$ cat src/rtl/camlink_frame_counter.sv
// Camera Link base-port timing monitor: registers the pixel taps and control bits,
// derives frame/line strobes, pixel/line/frame counters, size captures and a stray-LVAL flag.
module camlink_frame_counter #(
    parameter int PIX_W    = 16,
    parameter int LINE_W   = 16,
    parameter int FRAME_W  = 32,
    parameter int CYC_W    = 32,
    parameter int FVAL_BIT = 26,
    parameter int LVAL_BIT = 24,
    parameter int DVAL_BIT = 25,
    parameter int USE_DVAL = 0
) (
    input  logic               clk,
    input  logic               rstn,
    input  logic [27:0]        cl_d,
    output logic [23:0]        pix_data,
    output logic               pix_valid,
    output logic               frame_start,
    output logic               frame_end,
    output logic               line_start,
    output logic               line_end,
    output logic [PIX_W-1:0]   pix_cnt,
    output logic [LINE_W-1:0]  line_cnt,
    output logic [FRAME_W-1:0] frame_cnt,
    output logic [PIX_W-1:0]   last_line_pix,
    output logic [LINE_W-1:0]  last_frame_lines,
    output logic               err_lval,
    input  logic               err_clr,
    output logic [CYC_W-1:0]   cyc_cnt
);
    localparam logic [PIX_W-1:0]   PIX_ONE   = {{(PIX_W-1){1'b0}}, 1'b1};
    localparam logic [PIX_W-1:0]   PIX_MAX   = {PIX_W{1'b1}};
    localparam logic [LINE_W-1:0]  LINE_ONE  = {{(LINE_W-1){1'b0}}, 1'b1};
    localparam logic [LINE_W-1:0]  LINE_MAX  = {LINE_W{1'b1}};
    localparam logic [FRAME_W-1:0] FRAME_ONE = {{(FRAME_W-1){1'b0}}, 1'b1};
    localparam logic [CYC_W-1:0]   CYC_ONE   = {{(CYC_W-1){1'b0}}, 1'b1};
    localparam logic               DVAL_EN   = (USE_DVAL != 32'sd0);

    logic [27:0]       d_r;
    logic              fv_p_r;
    logic              lv_p_r;
    logic              fv_s;
    logic              lv_s;
    logic              dv_s;
    logic              in_line_s;
    logic              pen_s;
    logic              fs_s;
    logic              fe_s;
    logic              ls_s;
    logic              le_s;
    logic              err_set_s;
    logic [PIX_W-1:0]  pix_inc_s;
    logic [LINE_W-1:0] line_inc_s;
    logic              spare_unused_s;

    assign spare_unused_s = d_r[27];

    // Stage-1 capture of the deserialized word and the previous FVAL/LVAL levels
    always_ff @(posedge clk or negedge rstn) begin
        if (!rstn) begin
            d_r    <= 28'h0;
            fv_p_r <= 1'b0;
            lv_p_r <= 1'b0;
        end else begin
            d_r    <= cl_d;
            fv_p_r <= fv_s;
            lv_p_r <= lv_s;
        end
    end

    // Decode control bits and edge events; a line is only "active" while FVAL is also high
    always_comb begin
        fv_s      = d_r[FVAL_BIT];
        lv_s      = d_r[LVAL_BIT];
        dv_s      = d_r[DVAL_BIT];
        in_line_s = fv_s & lv_s;
        pen_s     = in_line_s & (DVAL_EN ? dv_s : 1'b1);
        fs_s      = fv_s & ~fv_p_r;
        fe_s      = ~fv_s & fv_p_r;
        ls_s      = in_line_s & ~(lv_p_r & fv_p_r);
        le_s      = (lv_p_r & fv_p_r) & ~in_line_s;
        err_set_s = lv_s & ~fv_s;
        if (pix_cnt != PIX_MAX) begin
            pix_inc_s = pix_cnt + PIX_ONE;
        end else begin
            pix_inc_s = pix_cnt;
        end
        if (line_cnt != LINE_MAX) begin
            line_inc_s = line_cnt + LINE_ONE;
        end else begin
            line_inc_s = line_cnt;
        end
    end

    // Stage-2 video word, qualifier and timing strobes
    always_ff @(posedge clk or negedge rstn) begin
        if (!rstn) begin
            pix_data    <= 24'h0;
            pix_valid   <= 1'b0;
            frame_start <= 1'b0;
            frame_end   <= 1'b0;
            line_start  <= 1'b0;
            line_end    <= 1'b0;
        end else begin
            pix_data    <= d_r[23:0];
            pix_valid   <= pen_s;
            frame_start <= fs_s;
            frame_end   <= fe_s;
            line_start  <= ls_s;
            line_end    <= le_s;
        end
    end

    // Pixel counter; it holds after line end so software can still read it
    always_ff @(posedge clk or negedge rstn) begin
        if (!rstn) begin
            pix_cnt       <= {PIX_W{1'b0}};
            last_line_pix <= {PIX_W{1'b0}};
        end else begin
            if (ls_s) begin
                pix_cnt <= pen_s ? PIX_ONE : {PIX_W{1'b0}};
            end else if (pen_s) begin
                pix_cnt <= pix_inc_s;
            end else begin
                pix_cnt <= pix_cnt;
            end
            if (le_s) begin
                last_line_pix <= pix_cnt;
            end else begin
                last_line_pix <= last_line_pix;
            end
        end
    end

    // Line and frame counters; a line closed by the FVAL fall is counted into that frame
    always_ff @(posedge clk or negedge rstn) begin
        if (!rstn) begin
            line_cnt         <= {LINE_W{1'b0}};
            last_frame_lines <= {LINE_W{1'b0}};
            frame_cnt        <= {FRAME_W{1'b0}};
        end else begin
            if (fs_s) begin
                line_cnt <= {LINE_W{1'b0}};
            end else if (le_s) begin
                line_cnt <= line_inc_s;
            end else begin
                line_cnt <= line_cnt;
            end
            if (fe_s) begin
                last_frame_lines <= le_s ? line_inc_s : line_cnt;
                frame_cnt        <= frame_cnt + FRAME_ONE;
            end else begin
                last_frame_lines <= last_frame_lines;
                frame_cnt        <= frame_cnt;
            end
        end
    end

    // Sticky stray-LVAL flag; a new violation outranks a clear in the same cycle
    always_ff @(posedge clk or negedge rstn) begin
        if (!rstn) begin
            err_lval <= 1'b0;
        end else if (err_set_s) begin
            err_lval <= 1'b1;
        end else if (err_clr) begin
            err_lval <= 1'b0;
        end else begin
            err_lval <= err_lval;
        end
    end

    // Free-running cycle counter
    always_ff @(posedge clk or negedge rstn) begin
        if (!rstn) begin
            cyc_cnt <= {CYC_W{1'b0}};
        end else begin
            cyc_cnt <= cyc_cnt + CYC_ONE;
        end
    end

endmodule

$ cat config.mk
export PLATFORM = sky130hd
export DESIGN_NAME = camlink_frame_counter
export DESIGN_NICKNAME = d
export VERILOG_FILES = /design/src/rtl/camlink_frame_counter.sv
export SDC_FILE = /design/constraint.sdc
export NUM_CORES = 1
export LEC_CHECK = 0
export ABC_AREA = 1
export CAP_MARGIN = 5
export CORE_MARGIN = 5
export CORE_UTILIZATION = 57
export CTS_CLUSTER_DIAMETER = 150
export DETAILED_ROUTE_END_ITERATION = 7
export DONT_BUFFER_PORTS = 1
export PLACE_DENSITY = 0.75
export SETUP_SLACK_MARGIN = 0.5
export SYNTH_ARGS = -nofsm -noshare
export SYNTH_HDL_FRONTEND = slang
export SYNTH_SLANG_ARGS = --single-unit
$ cat constraint.sdc
create_clock -name clk -period 1.5 [get_ports clk]
set_clock_uncertainty 0.1 [all_clocks]
set_input_delay 0.15 -clock clk [delete_from_list [all_inputs] [get_ports clk]]
set_output_delay 0.15 -clock clk [all_outputs]
set_load 0.01 [all_outputs]
# Word level (Yosys, flattened, before mapping)
# Index checks and enable logic that the tools add are counted.
# W data, S select, Z words.
# totals
word_cells	46
regBits	187
# op_classes
reduce_logical	4
n_bitwise	11
add_sub_neg	4
n_eq_ne	2
mux	9
# op_table
operator	n
$mux W16	6
$add A32 B1 Y32 const B	2
$add A16 B1 Y16 const B	2
$ne A16 B16 Y1 const B	2
$and A1 B1 Y1	7
$reduce_bool A2 Y1	3
$not A1 Y1	4
$mux W1	3
$reduce_and A2 Y1	1

# Logic depth before layout (Yosys ltp)
# Gate-level depths: netlist (run 1).
# logic_depth
word_depth	5
depth_mapped	11
depth_no_buf	11

# Worst setup path after synthesis (run 1)
# No wires, ideal clock.
# synth_path
path_kind	register -> register
start	register frame_cnt[0]
end	register frame_cnt[28]
t_arrival_ns	1.483
slack_ns	-0.200
required_ns	1.283
stages_incl_launch_ff	11
path_cell_list	dfrtp_1 > ha_1 > nand3_1 > nor2_2 > nand2_2 > nor2_4 > nand2_2 > nor2_2 > nand2_1 > nand2_1 > nand2_1
# synth_via
elab_chain_len	1
# synth_lines
item	line_no	rtl
start, declared	24	output logic [FRAME_W-1:0] frame_cnt,
start signal, assigned	140	frame_cnt <= {FRAME_W{1'b0}};
start signal, assigned	151	frame_cnt <= frame_cnt + FRAME_ONE;
start signal, assigned	154	frame_cnt <= frame_cnt;
$add A32 B1 Y32	151	
# Every way passes these cells.
# A chain may end at the register's enable or synchronous reset.

# Worst setup path in the final report (run 1)
# layout_path
start	register frame_cnt[25]
end	register frame_cnt[31]
# The elaborated chain is that of the path after synthesis.

==> results of run 1 <==
==> per-layer routing <==
layer | wire, um | global-route usage, % | part of all wire, %
met5 | 0 | 0 | 0
met4 | 3155 | 15.18 | 8.3
met3 | 4402 | 8.821 | 12
met2 | 18670 | 57.31 | 49
met1 | 12000 | 38.35 | 31
==> cell usage in the layout (no fill, tap or decap), types with 28 or more instances in the layout <==
master and n:
dfrtp_1 129, nor2_1 42, dfrtp_2 57, nand3_1 28, inv_1 72, nand2_2 77
nor2_4 37, buf_6 159, nand2_1 187, buf_4 88, xor2_1 31
==> what timing repair did <==
action / 4_1_cts / 5_1_grt
cloned: 7 / 1
buffers inserted: 59 / 46
hold endpoints to repair: 213 / 186
gates resized for setup: 282 / 171
endpoints found under the setup margin: 290 / 290
pin swaps: 78 / 65
==> Yosys cell counts (2+ instances only) <==
master,n,area [um2]
nand2_4,2,22.52
nand2_2,10,62.56
a31oi_1,3,18.77
nor3_1,28,140.1
o21ai_2,9,78.83
buf_2,4,20.02
and2_1,3,18.77
xnor2_1,20,175.2
ha_1,4,50.05
clkbuf_1,6,22.52
inv_2,5,18.77
a21oi_1,8,40.04
inv_1,94,352.8
nor2_2,9,56.30
nand3_2,7,70.07
o21ai_0,22,110.1
xor2_1,37,324.1
nand3_1,48,240.2
nor3_2,6,60.06
nand4_1,24,150.1
o21ai_1,13,65.06
nand2_1,276,1036
nor2_1,88,330.3
buf_6,3,33.78
dfrtp_1,186,4654
nor2_4,8,90.09
nand3b_1,5,37.54
==> worst min path at each step <==
| stage | startpoint | to | slack, ns |
|---|---|---|---|
| floorplan | rstn | cyc_cnt[0] | -0.25 |
| global placement | rstn | pix_data[4] | -0.24 |
| detailed placement | rstn | pix_data[4] | -0.24 |
| CTS | rstn | frame_cnt[17] | -0.71 |
| global route | rstn | pix_data[1] | -0.74 |
| finish | rstn | d_r[3] | -0.72 |
==> power breakdown <==
part | internal, mW | leakage [nW] | total [mW] | switching (mW)
Sequential | 5.27 | 2.35 | 5.64 | 0.364
Clock | 2.40 | 0.294 | 4.75 | 2.35
Combinational | 1.00 | 3.77 | 2.00 | 0.994
Total | 8.67 | 6.41 | 12.4 | 3.71
==> per-stage QoR <==
step | utilization [%] | area (um2) | instances | setup TNS (ns) | power, mW
floorplan | - | 8808 | 933 | -0.7647 | 6.209
global placement | 69.81 | 10070 | 1255 | -0.1278 | 6.614
detailed placement | 69.81 | 10070 | 1255 | -0.8429 | 6.653
CTS | 87.03 | 12550 | 1380 | -1.319 | 11.70
global route | 93.90 | 13540 | 1427 | -24.52 | 12.69
finish | 93.90 | 13540 | 1427 | -20.25 | 12.39
==> cell families after synthesis <==
group | Yosys count | synth area share (%)
xor gates and xnor gates | 57 | 5.992
AOI/OAI and AO/OA | 55 | 3.754
adders and majority gates | 4 | 0.6007
buffers and inverters | 115 | 5.661
and+or+nand+nor | 516 | 28.13
DFF | 186 | 55.86
==> area by class of cell <==
class | count | area share (%)
well taps | 184 | 1.700
repair inverters | 1 | 0.04619
clock buffers | 17 | 3.141
flip-flops and latches | 186 | 34.89
clock inverters | 15 | 1.312
inverters | 101 | 3.113
multi-input cells | 632 | 32.79
repair buffers | 291 | 23.01
==> sequential cells by signal (all words and copies together) (netlist names) <==
| signal | cells |
|---|---|
| cyc_cnt | 32 |
| pix_data | 24 |
| last_line_pix | 16 |
| err_lval | 1 |
| line_cnt | 16 |
| pix_valid | 1 |
| frame_cnt | 32 |
| last_frame_lines | 16 |
| lv_p_r | 1 |
| frame_end | 1 |
| fv_p_r | 1 |
| frame_start | 1 |
| line_end | 1 |
| line_start | 1 |
| pix_cnt | 16 |
| d_r | 26 |
==> worst max-delay path, stage by stage (launching register included) <==
cell     delay (ns)
dfrtp_1        0.49
nand2_1        0.17
nor2_1         0.18
nand4_1        0.12
nor2_1         0.30
nand2_1        0.12
nand2_1        0.23
nand2_1        0.11
nand2_1        0.08
nand2_1        0.06
==> results_dict.tcl, run 1 <==
set metrics [dict create \
    status "complete, but fails checks" \
    cts_sinks 186 \
    cts_buffer_depth 2 \
    ys_warn_count 0 \
    ys_seq_area_share_pct 55.86 \
    regToRegEndpoint "frame_cnt[31]" \
    layout_min_cycle_time_ns 2.067 \
    reg2reg_slack_ns -0.57 \
    fp.dieW_um 130.9 \
    syn_to_final_growth_pct 62.56 \
    synthCells 933 \
    drt_iter0_drc 1095 \
    finalCritPeriodShare_pct 137.8 \
    reg2regPathDepth 9 \
    place_ws_ns -0.06988 \
    multi_input_area_mm2 0.004441 \
    drv_cap 0 \
    viasPerCell 6.355 \
    tritoncts "built" \
    overflow 0 \
    violations "negative hold slack, negative setup slack" \
    rows 44 \
    clkTransAtPathRegs_ns 0.09 \
    wirelength_mm 38.23 \
    hpwl_mm 15.23 \
    worst_pin_slew_ns 0.4777 \
    clk_latency_ns 0.46 \
    hold_class "in -> async" \
    hold_violations 186 \
    endpoint "frame_cnt[31]" \
    grt_pass1_wl_mm 42.96 \
    cts_made_buffers 17 \
    start_util_pct 57.76 \
    synth_area_mm2 0.008332 \
    slew_violations 0 \
    grt_start_max_net_pins 187 \
    endpoint_kind "flip-flop" \
    nets 1265 \
    crit_type "reg -> reg" \
    synthArstFlopShare_pct 100.0 \
    r2r_start "frame_cnt[25]" \
    drive_above_1_share_pct 52.21 \
    critPathRequiredTime_ns 1.74 \
    die-area_mm2 0.01713 \
    slew_headroom_pct 68.13 \
    hold-worst-slack_ns -0.7208 \
    setup_viol 116 \
    ys_ff_latch 186 \
    coreArea_mm2 0.01442 \
    setup_ws_ns -0.5667 \
    grt_usage_pct 33.06 \
    leakage_nw 6.407 \
    cts_max_level 4 \
    wire_per_inst_um 26.79 \
    dr.pass1.iters 7 \
    cts-root-buf "clkbuf_16" \
    crit_start "frame_cnt[25]" \
    seqCellArea_mm2 0.004726 \
    nFillCells 424 \
    fmax_mhz 483.9 \
    num_io_pins 189 \
    ant_nets 0 \
    port_buffers 0 \
    die_h_um 130.9 \
    synth.distinct_cells 32 \
    ir_drop_mv 1.044 \
    drc 0 \
    first_global_vias 8148 \
    holdBufCountCts 27 \
    via_count 9069 \
    arrival_ns 2.30 \
    synth-edff-count 0 \
    diodes 0 \
    synth_nets 968 \
    grt_setup_unrepaired "yes" \
    synth_flop_cell "dfrtp_1" \
    routabilityCongestion 0.9091 \
    worst_setup_path_start_kind "flip-flop" \
    antenna_found_initial 0 \
    syn_area_per_cell_um2 8.930 \
    p_per_area_mw_per_mm2 914.5 \
    critPathMaxFanout 5 \
]
Power figures use the tool's default switching activity.
==> run 2: changes to the inputs <==
--- a/config.mk
+++ b/config.mk
@@ -7,12 +7,14 @@
 export LEC_CHECK = 0
 export ABC_AREA = 1
 export CAP_MARGIN = 5
+export CELL_PAD_IN_SITES_DETAIL_PLACEMENT = 1
+export CELL_PAD_IN_SITES_GLOBAL_PLACEMENT = 1
 export CORE_MARGIN = 5
-export CORE_UTILIZATION = 57
+export CORE_UTILIZATION = 43
 export CTS_CLUSTER_DIAMETER = 150
 export DETAILED_ROUTE_END_ITERATION = 7
 export DONT_BUFFER_PORTS = 1
-export PLACE_DENSITY = 0.75
+export PLACE_DENSITY_LB_ADDON = 0.1
 export SETUP_SLACK_MARGIN = 0.5
 export SYNTH_ARGS = -nofsm -noshare
 export SYNTH_HDL_FRONTEND = slang
==> run 2 against run 1 <==
Against the previous run:
- the flow still finishes with violations (negative hold slack, negative setup slack)
- clock-buffer cell count did not move
- combinational power rose by 5%
- flip-flop and latch count did not move
==> results_dict.tcl, run 2 (same netlist as run 1, synthesis figures left out) <==
set metrics [dict create \
    num_io_pins 189 \
    die-area_mm2 0.02226 \
    status "complete, but fails checks" \
    syn_to_final_growth_pct 68.12 \
    critPathRequiredTime_ns 1.75 \
    tritoncts "built" \
    routabilityCongestion 0.8803 \
    via_count 9646 \
    p_per_area_mw_per_mm2 918.2 \
    violations "negative hold slack, negative setup slack" \
    clk_latency_ns 0.47 \
    crit_chain "ha_4, nand3_4, buf_4, nor3_4, nand3_2, nor2_4, nand3_1, nand2_1, nand2_1" \
    critical_path.max_stage_delay_ns 0.49 \
    ir_drop_mv 0.9135 \
    viasPerCell 6.296 \
    layout_common_cells "nand2_1 (190), buf_6 (172), dfrtp_1 (130), buf_4 (94), inv_1 (72)" \
    antenna_found_initial 2 \
    worst_setup_path_start_kind "flip-flop" \
    grt_pass1_wl_mm 51.66 \
    leakage_nw 6.728 \
    hpwl_mm 18.72 \
    design_area_mm2 0.01401 \
    port_buffers 0 \
    final_util_pct 72.69 \
    cts_buffer_depth 2 \
    setup_viol 117 \
    setup_tns_ns -34.30 \
    crit_path_frequent_cell "nand2_1" \
    fmax_mhz 462.0 \
    first_global_vias 9014 \
    drc 0 \
    grt_usage_pct 30.30 \
    crit_family "simple AND/OR/NAND/NOR gates" \
    crit_type "reg -> reg" \
    hold-worst-slack_ns -0.7260 \
    arrival_ns 2.41 \
    drv_cap 0 \
    reg2regPathDepth 9 \
    place_area_mm2 0.01031 \
    grt_start_max_net_pins 187 \
    start_util_pct 43.23 \
    reg.largest.list "cyc_cnt: 32 flops, frame_cnt: 32 flops, d_r: 26 flops" \
    cts_sinks 186 \
    grt_setup_unrepaired "yes" \
    clkTransAtPathRegs_ns 0.09 \
    cts_max_level 4 \
    worst_pin_slew_ns 0.4963 \
    r2r_start "frame_cnt[1]" \
    grt_most_used_layer "met2" \
    hold_violations 186 \
    critPathMaxFanout 4 \
    endpoint_kind "flip-flop" \
    final_common_cell "nand2_1" \
    layout_min_cycle_time_ns 2.164 \
    holdBufCountCts 27 \
    dr.pass1.iters 7 \
    grt_use_met1_pct 33.25 \
    coreArea_mm2 0.01927 \
    drive_above_1_share_pct 53.72 \
    gr-usage-met2_pct 56.01 \
    cpMaxStageDelayCell "dfrtp_2" \
    finalCritPeriodShare_pct 144.3 \
    overflow 0 \
    wire_per_inst_um 34.64 \
    setup_ws_ns -0.6644 \
    die_h_um 149.2 \
    slew_violations 0 \
    cts_made_buffers 17 \
    regToRegEndpoint "frame_cnt[22]" \
    drt_iter0_drc 1037 \
    critPathBufInv 1 \
    grt_use_met3_pct 7.718 \
    fp.dieW_um 149.2 \
    reg2reg_slack_ns -0.66 \
    slew_headroom_pct 66.92 \
    hold_class "in -> async" \
    nets 1286 \
    cts-root-buf "clkbuf_16" \
    rows 51 \
    wirelength_mm 53.07 \
    ant_nets 0 \
]
run 2: cell count changes in the layout (fill, tap and decap cells not counted), moves of 4 or more:
cell,previous run,this run
nand2_2,77,60
inv_4,11,7
buf_4,88,94
buf_8,2,6
o21ai_1,19,15
nor2_1,42,38
nand3_2,19,15
buf_6,159,172
nand2_4,21,35
nand3_1,28,32
run 2: worst max path at each step:
| stage | slack, ns | startpoint | end | cells past startpoint |
|---|---|---|---|---|
| after global placement | -0.05 | pix_cnt[1] | pix_cnt[14] | 9 |
| after CTS | -0.09 | pix_cnt[0] | pix_cnt[1] | 10 |
| final | -0.66 | frame_cnt[1] | frame_cnt[22] | 9 |
| after floorplan | -0.06 | pix_cnt[0] | pix_cnt[12] | 10 |
| after global routing | -0.69 | frame_cnt[1] | frame_cnt[22] | 9 |
| after detailed placement | -0.12 | pix_cnt[1] | pix_cnt[14] | 9 |
run 2: final cells by class:
class                   count  area (um2)
fillers                  1967        5264
flip-flops and latches    186        4725
multi-input cells         632        4607
repair buffers            312        3296
inverters                 101       429.2
clock buffers              17       425.4
well taps                 265       331.6
clock inverters            15       180.2
diodes                      3       7.507
repair inverters            1       6.256
run 2: through the flow:
| stage | setup WS [ns] | power [mW] | cells |
|---|---|---|---|
| after detailed placement | -0.1161 | 6.742 | 1359 |
| after floorplan | -0.05568 | 6.209 | 933 |
| final | -0.6644 | 12.86 | 1532 |
| after global placement | -0.04855 | 6.641 | 1359 |
| after CTS | -0.08611 | 11.82 | 1475 |
| after global routing | -0.6886 | 13.03 | 1532 |
run 2: routing by layer:
layer | wire, um | share of wire, %
met2 | 25880 | 49
met4 | 5369 | 10
met1 | 17130 | 32
met5 | 0 | 0
met3 | 4690 | 8.8
run 2: power by group:
group / switching, mW / leakage, nW / internal [mW] / total, mW
clock network: 2.66 / 0.295 / 2.41 / 5.06
registers: 0.417 / 2.35 / 5.28 / 5.69
logic: 1.15 / 4.09 / 0.958 / 2.10
run 2: repair_timing:
action,in CTS,in global routing
hold endpoints to repair,213,186
pin swaps,66,98
endpoints found under the setup margin,291,291
setup buffers,52,52
gates cloned,5,2
gates resized for setup,283,232
